--- src/rtl/offchip_link_rx.sv ---
// Off-chip link receiver: beat reassembly into core words, show-ahead FIFO,
// toggle-encoded credit return, sticky overflow and occupancy reporting.
module offchip_link_rx #(
    parameter int NUM_CH      = 2,
    parameter int CH_W        = 8,
    parameter int BEATS       = 4,
    parameter int DEPTH       = 8,
    parameter int TOKEN_DECIM = 2,
    localparam int WORD_W     = NUM_CH * CH_W * BEATS,
    localparam int OCC_W      = $clog2(DEPTH + 1)
) (
    input  logic                   clk,
    input  logic                   rst,
    input  logic                   io_valid_in,
    input  logic [NUM_CH*CH_W-1:0] io_data_in,
    output logic                   io_token_out,
    output logic [WORD_W-1:0]      core_data_out,
    output logic                   core_valid_out,
    input  logic                   core_ready,
    output logic                   overflow,
    output logic [OCC_W-1:0]       occupancy
);

    localparam int PTR_W = $clog2(DEPTH);
    localparam int BC_W  = (BEATS > 1) ? $clog2(BEATS) : 1;
    localparam int TC_W  = (TOKEN_DECIM > 1) ? $clog2(TOKEN_DECIM) : 1;

    logic [BC_W-1:0]   beat_cnt_q, beat_cnt_d;
    logic [WORD_W-1:0] asm_q, asm_d;
    logic [WORD_W-1:0] mem_q [DEPTH];
    logic [PTR_W-1:0]  wr_ptr_q, rd_ptr_q;
    logic [OCC_W-1:0]  occ_q, occ_d;
    logic [TC_W-1:0]   tok_cnt_q, tok_cnt_d;
    logic              token_q, token_d;
    logic              ovf_q, ovf_d;
    logic              last_beat, enq, enq_ok, deq, full;

    assign last_beat = io_valid_in && (beat_cnt_q == BC_W'(BEATS - 1));
    assign full      = (occ_q == OCC_W'(DEPTH));
    assign deq       = (occ_q != '0) && core_ready;
    assign enq       = last_beat;
    assign enq_ok    = enq && (!full || deq);

    // asm_d carries the current beat so the last beat enqueues without delay
    always_comb begin
        asm_d      = asm_q;
        beat_cnt_d = beat_cnt_q;
        if (io_valid_in) begin
            for (int c = 0; c < NUM_CH; c++) begin
                asm_d[c*BEATS*CH_W + int'(beat_cnt_q)*CH_W +: CH_W] =
                    io_data_in[c*CH_W +: CH_W];
            end
            beat_cnt_d = last_beat ? '0 : beat_cnt_q + BC_W'(1);
        end
    end

    always_comb begin
        occ_d     = occ_q;
        ovf_d     = ovf_q;
        tok_cnt_d = tok_cnt_q;
        token_d   = token_q;
        if (enq_ok && !deq) begin
            occ_d = occ_q + OCC_W'(1);
        end else if (deq && !enq_ok) begin
            occ_d = occ_q - OCC_W'(1);
        end
        if (enq && !enq_ok) begin
            ovf_d = 1'b1;
        end
        if (deq) begin
            if (tok_cnt_q == TC_W'(TOKEN_DECIM - 1)) begin
                tok_cnt_d = '0;
                token_d   = ~token_q;
            end else begin
                tok_cnt_d = tok_cnt_q + TC_W'(1);
            end
        end
    end

    always_ff @(posedge clk) begin
        if (rst) begin
            beat_cnt_q <= '0;
            asm_q      <= '0;
            wr_ptr_q   <= '0;
            rd_ptr_q   <= '0;
            occ_q      <= '0;
            tok_cnt_q  <= '0;
            token_q    <= 1'b0;
            ovf_q      <= 1'b0;
            for (int i = 0; i < DEPTH; i++) begin
                mem_q[i] <= '0;
            end
        end else begin
            beat_cnt_q <= beat_cnt_d;
            asm_q      <= asm_d;
            occ_q      <= occ_d;
            tok_cnt_q  <= tok_cnt_d;
            token_q    <= token_d;
            ovf_q      <= ovf_d;
            if (enq_ok) begin
                mem_q[wr_ptr_q] <= asm_d;
                wr_ptr_q        <= wr_ptr_q + PTR_W'(1);
            end
            if (deq) begin
                rd_ptr_q <= rd_ptr_q + PTR_W'(1);
            end
        end
    end

    assign core_data_out  = mem_q[rd_ptr_q];
    assign core_valid_out = (occ_q != '0);
    assign occupancy      = occ_q;
    assign overflow       = ovf_q;
    assign io_token_out   = token_q;

endmodule

--- config.mk ---
export PLATFORM = sky130hd
export DESIGN_NAME = offchip_link_rx
export DESIGN_NICKNAME = d
export VERILOG_FILES = /design/src/rtl/offchip_link_rx.sv
export SDC_FILE = /design/constraint.sdc
export NUM_CORES = 1
export LEC_CHECK = 0
export ABC_AREA = 0
export ABC_CLOCK_PERIOD_IN_PS = 10400
export CORE_ASPECT_RATIO = 0.9
export CORE_MARGIN = 2
export CORE_UTILIZATION = 65
export CTS_CLUSTER_DIAMETER = 200
export DETAILED_ROUTE_END_ITERATION = 12
export MAX_ROUTING_LAYER = met4
export PLACE_DENSITY = 0.83
export SLEW_MARGIN = 30
export SYNTH_ARGS = -nofsm -noshare
export SYNTH_HDL_FRONTEND = slang
export SYNTH_SLANG_ARGS = --single-unit
--- constraint.sdc ---
create_clock -name clk -period 10.4 [get_ports clk]
set_input_delay 1.56 -clock clk [delete_from_list [all_inputs] [get_ports clk]]
set_output_delay 1.56 -clock clk [all_outputs]
set_load 0.01 [all_outputs]
== Word level (Yosys, flattened, before mapping) ==
Memory sizes are Yosys's and may differ from the RTL's. A register that Yosys moved wholly into a read port is not among the register bits.
Cells that the tools add are included.

* Register bits after elaboration: 79
* Bits in writable memories: 512
* Bits of input ports: 20
* Output and inout bits: 71
* Logic and storage cells: 56
* Memories: 1

* $add $sub $neg: 9
* Eq/ne operators: 2
* Shift-type cells: 4
* Multiplexer cells: 17
* Bitwise gates (word level): 1
* Reduce and logical (&&, ||, !) cells: 14

{| class="wikitable"
|+ Memories
! memory !! words !! width !! read ports !! clocked after memory_dff !! wr ports !! RTL line !! text
|-
| mem_q || 8 || 64 || 1 || 1 || 8 || 30 || <nowiki>logic [WORD_W-1:0] mem_q [DEPTH];</nowiki>
|}

{| class="wikitable"
|+ Operator list
! kind !! count
|-
| 64-bit bitwise mux || 2
|-
| 64-bit 2-to-1 mux || 2
|-
| 8-bit by 33-bit variable shift with 64-bit output (first input constant) || 2
|-
| 8-bit by 33-bit variable part select with 64-bit output || 2
|-
| 64-bit OR reduction || 1
|-
| 5-bit negator with 33-bit output || 1
|-
| 7-bit negator with 33-bit output || 1
|-
| 3-bit 2-to-1 mux || 3
|-
| 4-bit 2-to-1 mux || 2
|-
| 6-bit by 5-bit adder with 7-bit output (first input constant) || 1
|-
| 1-bit 2-to-1 mux || 7
|-
| 3-bit by 1-bit adder with 3-bit output (second input constant) || 2
|-
| 1-bit logical AND || 6
|-
| 4-bit by 1-bit adder with 4-bit output (second input constant) || 1
|-
| 4-bit equality test (second input constant) || 1
|-
| 4-bit nonzero test || 1
|-
| 4-bit by 1-bit subtractor with 4-bit output (second input constant) || 1
|-
| 1-bit zero test || 3
|-
| 2-bit by 1-bit adder with 2-bit output (second input constant) || 1
|-
| 2-bit equality test (second input constant) || 1
|-
| 2-bit 2-to-1 mux || 1
|-
| 2-bit AND reduction || 1
|-
| 2-bit nonzero test || 1
|-
| 1-bit adder (second input constant) || 1
|-
| 2 further kinds || 2
|}

== Depth between registers and ports, before layout ==
Gate-level depths: netlist of the first run.

* Depth after elaboration: 9
* Depth in mapped cells: 11
* Gate-level depth less buffers: 10

== Least setup slack after synthesis of the first run ==
Ideal clock, no wire load.

* Path type: input to register
* From: input io_valid_in
* To: memory mem_q[5][0] (netlist name) (enable)
* Setup time: 0.433 ns
* Arrival: 3.811 ns
* Data required time: 9.967 ns
* Setup slack: 6.157 ns
* Stages on the path: 6
* Path buffers: 2
* Cells stage by stage: nand2_1 buf_2 a21oi_4 nand4_1 buf_2 nand2b_1

{| class="wikitable"
|+ RTL lines
! element !! RTL line !! text
|-
| from (decl) || 14 || <nowiki>input logic io_valid_in,</nowiki>
|-
| to (decl) || 30 ||
|}

==> summary.md, run 1 <==
| Metric | Value |
|---|---|
| Slew @ Worst Pin | 0.943 ns |
| RePlAce Congestion | 0.793 |
| Register area | 0.0170 sq mm |
| Ranking of synthesized cells by area | edfxtp_1, mux4_2, nor2_1 |
| PD cells | 206 mW/mm^2 |
| Tcrit/Tclk final | 49.2% |
| Psw | 0.00141 W |
| Initial antenna violation count | 0 |
| Register share of total power | 46.8% |
| Synth Register Bits | 594 |
| Post-synth cell types | 44 |
| Largest net degree at the start of global routing | 79 |
| Finished Core Util | 74.3% |
| Setup TNS | 0 ns |
| TritonRoute pass-1 iters | 12 |
| WL/cell | 25.4 microns |
| # fillers | 2168 |
| Num CTS Buffers | 57 |
| Placed cell areas | 0.0265 sq mm |
| Max-cap viol count | 0 |
| Core Box Area | 0.0382 sq mm |
| Worst vdd ir | 0.156 mV |
| Port Buffers | 90 |
| Hold_buf cts | 0 |
| Crit-path slowest cell | mux4_2 |
| Met3 GRT Util | 5.99% |
| Die area | 0.0402 sq mm |
| CTS clk-pin slew, worst paths | 0.06 ns |
| Multi-input gate area | 0.00736 sq mm |
| Top cell type by total area after synthesis | edfxtp_1 |
| Total Wirelength | 58100 microns |
| RSZ-0062 raised after global routing | false |
| Via count | 14900 |
| Post-route ant nets | 0 |
| Met2 Use GR | 47.5% |
| Ys async rst share | 0% |
| EDFF count, synth | 512 |
| Final Hold Fails | 0 |
| Clock Tree Buf Depth | 3 |
| Vias in the first global route | 15300 |
| Via density | 6.53 |
| Worst path required time | 8.84 ns |
| Yosys warnings | 0 |
| Final Max Tran Viols | 0 |
| Worst setup EP type | output port |
| CP Class | reg2out |
| CTS tree | done |
| Initial Utilization | 65.7% |
| Sw Share | 24.1% |
| Drt drc | 0 |
| Post-synth top cells | nor2_1, edfxtp_1, mux4_2 |
| Final Skew | 0.0136 ns |
| GR Util All Layers | 30.5% |
| Worst Slack Setup Final | 5.28 ns |
| Gr busiest metal | met2 |
| Row cnt | 68 |
| Post-CTS resize count | 0 |
| Cell Area, Synth | 0.0251 sq mm |
| Num Clock Sinks | 594 |
| Startpoint types | flip-flop |
| Fin crit period | 5.12 ns |
| Status | finished, final reports clean |
| Normalized max-slew margin | 37.1% |
| Detailed placement HPWL | 33200 microns |
| Final net count | 1783 |
| P_int | 0.00444 W |
| Grt ovf | 0 |
| Max stage delay on crit path | 0.64 ns |
| Syn Area/Cell | 14.8 sq um |
| H-Tree Depth | 2 |
| Post-route design area | 0.0284 sq mm |
| Final setup viols | 0 |
| Post-synthesis cell count | 1698 |
| Fmax achieved | 0.195 GHz |
| Top cell type's share of synthesized area | 61.3% |
| GRT met1 Usage | 41.1% |
| CTS root buffer | clkbuf_16 |
| Clock share of power | 35.3% |
| Ports | 91 |
| Initial detailed-routing violation count | 2212 |
| N_diodes | 0 |
| Most instantiated library cell after synthesis | nor2_1 |
| Predominant post-synthesis flop cell | edfxtp_1 |
| Die X | 211 microns |
| Global-route wire length before repair | 88400 microns |
| LEAKAGE | 9.30 nW |
| Share of layout cells above drive strength 1 | 21.9% |
| Hold WC Path Type | reg2reg |
| Part of the power in combinational logic | 17.9% |
| Post-Syn Nets | 1732 |
| Area grow syn2layout | 13.2% |
| Seq/Total Area, Yosys | 67.8% |
| Critical path, cell by cell | buf_16 > buf_6 > mux4_2 > mux2_2 > clkdlybuf4s50_1 |
| Arr. time, crit path | 3.56 ns |
| Worst-path fanout max | 46 |
| Post-CTS Setup Inserts | 0 |
| Die Height | 190 microns |
| Worst-Skew Late Latency | 0.60 ns |
| DP Worst Slack | 5.05 ns |
-- metal layers --
metal	vias to the layer above	routed length, microns
li1	6324	-
met1	7532	21600
met2	941	28500
met3	117	6550
met4	0	1540
met5	-	0
-- area by class of cell --
type | instances | area share [%]
clock buffers | 71 | 5.50
repair buffers | 148 | 5.31
flip-flops and latches | 594 | 60.0
clock inverters | 33 | 1.08
well taps | 490 | 2.16
multi-input cells | 943 | 25.9
inverters | 5 | 0.0661
-- layout by cell type, fill, tap and decap left out, types with 5 or more instances in the layout --
cell type,n
clkinv_2,13
nand2_1,10
clkdlybuf4s15_2,9
bufinv_16,6
edfxtp_1,512
nand2b_4,8
inv_1,5
buf_2,18
nor2_1,595
clkinv_1,12
mux2_2,65
dfxtp_1,79
clkbuf_1,8
xnor2_1,5
a22oi_2,32
clkbuf_16,59
a222oi_1,32
buf_12,11
clkdlybuf4s50_1,89
mux4_2,128
ha_1,13
buf_4,17
and3_1,5
-- power groups by stage --
| stage | Clock (W) | Sequential (W) | Combinational (W) |
|---|---|---|---|
| 4_1_cts | 0.00208 | 0.00277 | 0.00102 |
| 5_1_grt | 0.00218 | 0.00275 | 0.00111 |
| 3_5_place_dp | 0 | 0.00282 | 0.00101 |
| 3_3_place_gp | 0 | 0.00282 | 0.000980 |
| 6_report | 0.00207 | 0.00274 | 0.00105 |
| 2_1_floorplan | 0 | 0.00275 | 0.000715 |
-- worst max-delay path: cells and delay by family, from the launching register on --
| family | cells | cell delay [ns] |
|---|---|---|
| buffers and inverters | 3 | 1.35 |
| flip-flops | 1 | 0.60 |
| multiplexers | 2 | 0.92 |
-- per-stage QoR --
step                power, W  cells  hold WS, ns
floorplan            0.00347   1698        0.484
global placement     0.00380   2140        0.463
detailed placement   0.00383   2178        0.462
CTS                  0.00587   2282        0.489
global route         0.00604   2284        0.549
finish               0.00586   2284        0.490
-- cells by family (layout without fill, tap and decap cells) --
family          Yosys count  after routing  synth area share, %
buf+inv                 161            257                 3.18
simple gates            646            646                 10.1
compound gates           78             78                 3.32
mux                     197            197                 14.6
flops                   594            594                 67.8
xor+xnor                  8              8                0.279
fa+ha+maj                14             14                0.728
-- registers in the layout, indices dropped and copies added (netlist names), named ones only --
| name | cells |
|---|---|
| mem_q | 512 |
| asm_q | 64 |
| beat_cnt_q | 2 |
| io_token_out | 1 |
| rd_ptr_q | 3 |
| tok_cnt_q | 1 |
| overflow | 1 |
| wr_ptr_q | 3 |
| occupancy | 4 |
-- final timing paths --
kind	start	endpoint	slack, ns	cells after the start
hold / removal	overflow$_SDFFE_PP0P_	overflow$_SDFFE_PP0P_	0.49	2
setup / recovery	flip-flop	core_data_out[35]	5.28	5
setup reg to reg	beat_cnt_q[0]$_SDFFE_PP0P_	mem_q[2][30]$_SDFFCE_PN0P_	6.51	7
hold reg to reg	overflow$_SDFFE_PP0P_	overflow$_SDFFE_PP0P_	0.49	2
(Power assumes the default switching activity.)
==> run 2: changes to the inputs <==
--- a/config.mk
+++ b/config.mk
@@ -6,14 +6,14 @@
 export NUM_CORES = 1
 export LEC_CHECK = 0
 export ABC_AREA = 0
-export ABC_CLOCK_PERIOD_IN_PS = 10400
+export ABC_CLOCK_PERIOD_IN_PS = 4200
 export CORE_ASPECT_RATIO = 0.9
 export CORE_MARGIN = 2
-export CORE_UTILIZATION = 65
+export CORE_UTILIZATION = 55
 export CTS_CLUSTER_DIAMETER = 200
 export DETAILED_ROUTE_END_ITERATION = 12
 export MAX_ROUTING_LAYER = met4
-export PLACE_DENSITY = 0.83
+export PLACE_DENSITY = 0.75
 export SLEW_MARGIN = 30
 export SYNTH_ARGS = -nofsm -noshare
 export SYNTH_HDL_FRONTEND = slang
==> constraint.sdc (replaced) <==
create_clock -name clk -period 4.2 [get_ports clk]
set_input_delay 0.63 -clock clk [delete_from_list [all_inputs] [get_ports clk]]
set_output_delay 0.63 -clock clk [all_outputs]
set_load 0.01 [all_outputs]
==> run 2 against run 1 <==
Net effect: hold slack worse by 0.059 ns; wire length up 8.4%; sequential share of layout area down 0.34 points; first-iteration DRC count down 1.5%; critical path depth down 1; combinational power rose to 2.5 times the previous value; global-route usage down 2.6 points; final cell count up 6.1%; die area up 18%; sequential power up 150%; power up 140%; clock power up 140%; largest power group unchanged.
==> summary.md, run 2 (synthesis gave the netlist of run 1 again) <==
| Metric | Value |
|---|---|
| Detailed placement HPWL | 33700 microns (+1.5%) |
| Via count | 15100 (+1.3%) |
| Die Height | 207 microns (+8.5%) |
| Post-CTS Setup Inserts | 0 (unchanged) |
| # fillers | 3309 (+53%) |
| Worst-Skew Late Latency | 0.61 ns (about the same) |
| Post-route ant nets | 0 (unchanged) |
| Final setup viols | 0 (unchanged) |
| Die area | 0.0473 sq mm (+18%) |
| R2R Path End | mem_q[4][23]$_SDFFCE_PN0P_ |
| Ports | 91 (unchanged) |
| H-Tree Depth | 2 (unchanged) |
| Setup TNS | 0 ns (unchanged) |
| Initial Utilization | 55.5% (-10 points) |
| GR Util All Layers | 27.9% (-2.6 points) |
| LEAKAGE | 9.35 nW (+0.54%) |
| Biggest register | mem_q |
| Fin crit period | 3.62 ns |
| Worst-path fanout max | 23 (-50%) |
| Total Wirelength | 63000 microns (+8.4%) |
| Most common cell after layout, fill and taps aside | nor2_1 |
| Final Skew | 0.0178 ns (+0.00421 ns) |
| CTS clk-pin slew, worst paths | 0.06 ns (about the same) |
| Post-CTS resize count | 0 (unchanged) |
| Hold WC Path Type | in2reg |
| Hold_buf cts | 0 (unchanged) |
| Global-route wire length before repair | 94500 microns (+6.9%) |
| Worst path required time | 3.57 ns (-5.27 ns) |
| CP endpoint | core_data_out[9] |
| Reg2Reg Launch Point | beat_cnt_q[0]$_SDFFE_PP0P_ |
| Max-cap viol count | 0 (unchanged) |
| CP Class | reg2out |
| Status | finished, final reports clean |
| Share of layout cells above drive strength 1 | 22.5% (+0.59 points) |
| TritonRoute pass-1 iters | 8 (-4) |
| WL/cell | 26.0 microns (+2.2%) |
| Initial detailed-routing violation count | 2179 (-1.5%) |
| Die X | 229 microns (+8.5%) |
| Fmax achieved | 0.276 GHz |
| Vias in the first global route | 15500 (+0.89%) |
| Normalized max-slew margin | 31.7% (-5.4 points) |
| Worst vdd ir | 0.354 mV (+130%) |
| Num CTS Buffers | 56 (-1.8%) |
| Grt ovf | 0 (unchanged) |
| Num Clock Sinks | 594 (unchanged) |
| Final net count | 1802 (+1.1%) |
| Final Hold Fails | 0 (unchanged) |
| Initial antenna violation count | 1 (+1) |
| Max FFs per register | 512 (unchanged) |
| Drt drc | 0 (unchanged) |
| Core Box Area | 0.0452 sq mm (+18%) |
| RSZ-0062 raised after global routing | false |
| Largest net degree at the start of global routing | 65 (-18%) |
| Most frequent cells in the layout | nor2_1, edfxtp_1, mux4_2, clkdlybuf4s50_1, dfxtp_1 |
| Row cnt | 74 (+8.8%) |
| Worst Slack Setup Final | 0.583 ns (-4.70 ns) |
| Worst setup EP type | output port |
| Startpoint types | flip-flop |
| PD cells | 501 mW/mm^2 (+140%) |
| DP Worst Slack | 0.685 ns (-4.37 ns) |
| Via density | 6.24 (-4.5%) |
| R2r setup slk | 0.96 ns (-5.55 ns) |
| Slew @ Worst Pin | 1.02 ns (+0.0814 ns) |
| Port Buffers | 90 (unchanged) |
| Area grow syn2layout | 13.8% |
| Worst reg2reg path depth | 7 (unchanged) |
| RePlAce Congestion | 0.831 (+4.8%) |
| CTS root buffer | clkbuf_16 |
| CTS tree | done |
| Arr. time, crit path | 2.99 ns (-0.57 ns) |
| Tcrit/Tclk final | 86.1% |
| Final Max Tran Viols | 0 (unchanged) |
| Clock Tree Buf Depth | 3 (unchanged) |
-- run 2: cell count changes in the layout (fill, tap and decap cells not counted), sizes merged --
cell | before | now
clkbuf | 71 | 99
buf | 50 | 66
clkinv | 25 | 13
bufinv | 6 | 0
clkdlybuf4s15 | 9 | 3
clkdlybuf4s18 | 0 | 2
clkinvlp | 2 | 0
diode | 0 | 1
-- run 2: metrics by stage --
stage / power [W] / hold WS (ns) / instance area, sq um / util (%) / instances
final: 0.0143 / 0.430 / 28600 / 63.2 / 2423
after global routing: 0.0148 / 0.436 / 28600 / 63.2 / 2423
after global placement: 0.00953 / 0.473 / 26600 / 58.9 / 2296
after detailed placement: 0.00957 / 0.485 / 26700 / 59.1 / 2309
after floorplan: 0.00858 / 0.484 / 25100 / - / 1698
after CTS: 0.0144 / 0.409 / 28500 / 63.0 / 2413
-- run 2: how the worst min path moves through the flow --
stage | to | cells past startpoint | slack [ns] | from
2_1_floorplan | tok_cnt_q$_SDFFE_PP0N_ | 2 | 0.48 | tok_cnt_q$_SDFFE_PP0N_
3_3_place_gp | overflow$_SDFFE_PP0P_ | 2 | 0.47 | overflow$_SDFFE_PP0P_
3_5_place_dp | overflow$_SDFFE_PP0P_ | 2 | 0.49 | overflow$_SDFFE_PP0P_
4_1_cts | asm_q[35]$_SDFF_PP0_ | 2 | 0.41 | rst
5_1_grt | asm_q[37]$_SDFF_PP0_ | 2 | 0.44 | rst
6_report | asm_q[1]$_SDFF_PP0_ | 2 | 0.43 | rst
-- run 2: per-layer routing --
| metal | wire length [microns] | vias to the layer above | global-route usage (%) |
|---|---|---|---|
| met2 | 30000 | 919 | 44.1 |
| met1 | 24100 | 7673 | 36.6 |
| met5 | 0 | - | - |
| li1 | - | 6372 | - |
| met4 | 1970 | 0 | 9.55 |
| met3 | 6930 | 144 | 5.80 |
-- run 2: cell type report --
class | instances | area, sq um | share of cell area, %
clock inverter | 13 | 71.3 | 0.250
clock buffer | 91 | 1690 | 5.91
timing repair buffer | 168 | 1630 | 5.69
antenna | 1 | 2.50 | 0.00876
tap | 608 | 761 | 2.66
inverter | 5 | 18.8 | 0.0657
sequential | 594 | 17000 | 59.6
multi-input combinational | 943 | 7360 | 25.8
-- run 2: worst max-delay path, cell delays in order (launching register included) --
cell and delay (ns):
dfxtp_4 0.51, buf_4 0.47, mux4_2 0.59, mux2_2 0.30, clkdlybuf4s50_1 0.49
-- run 2: power breakdown --
group | internal [W] | switching (W)
sequential | 0.00660 | 0.000152
clock | 0.00274 | 0.00214
combinational | 0.00143 | 0.00124
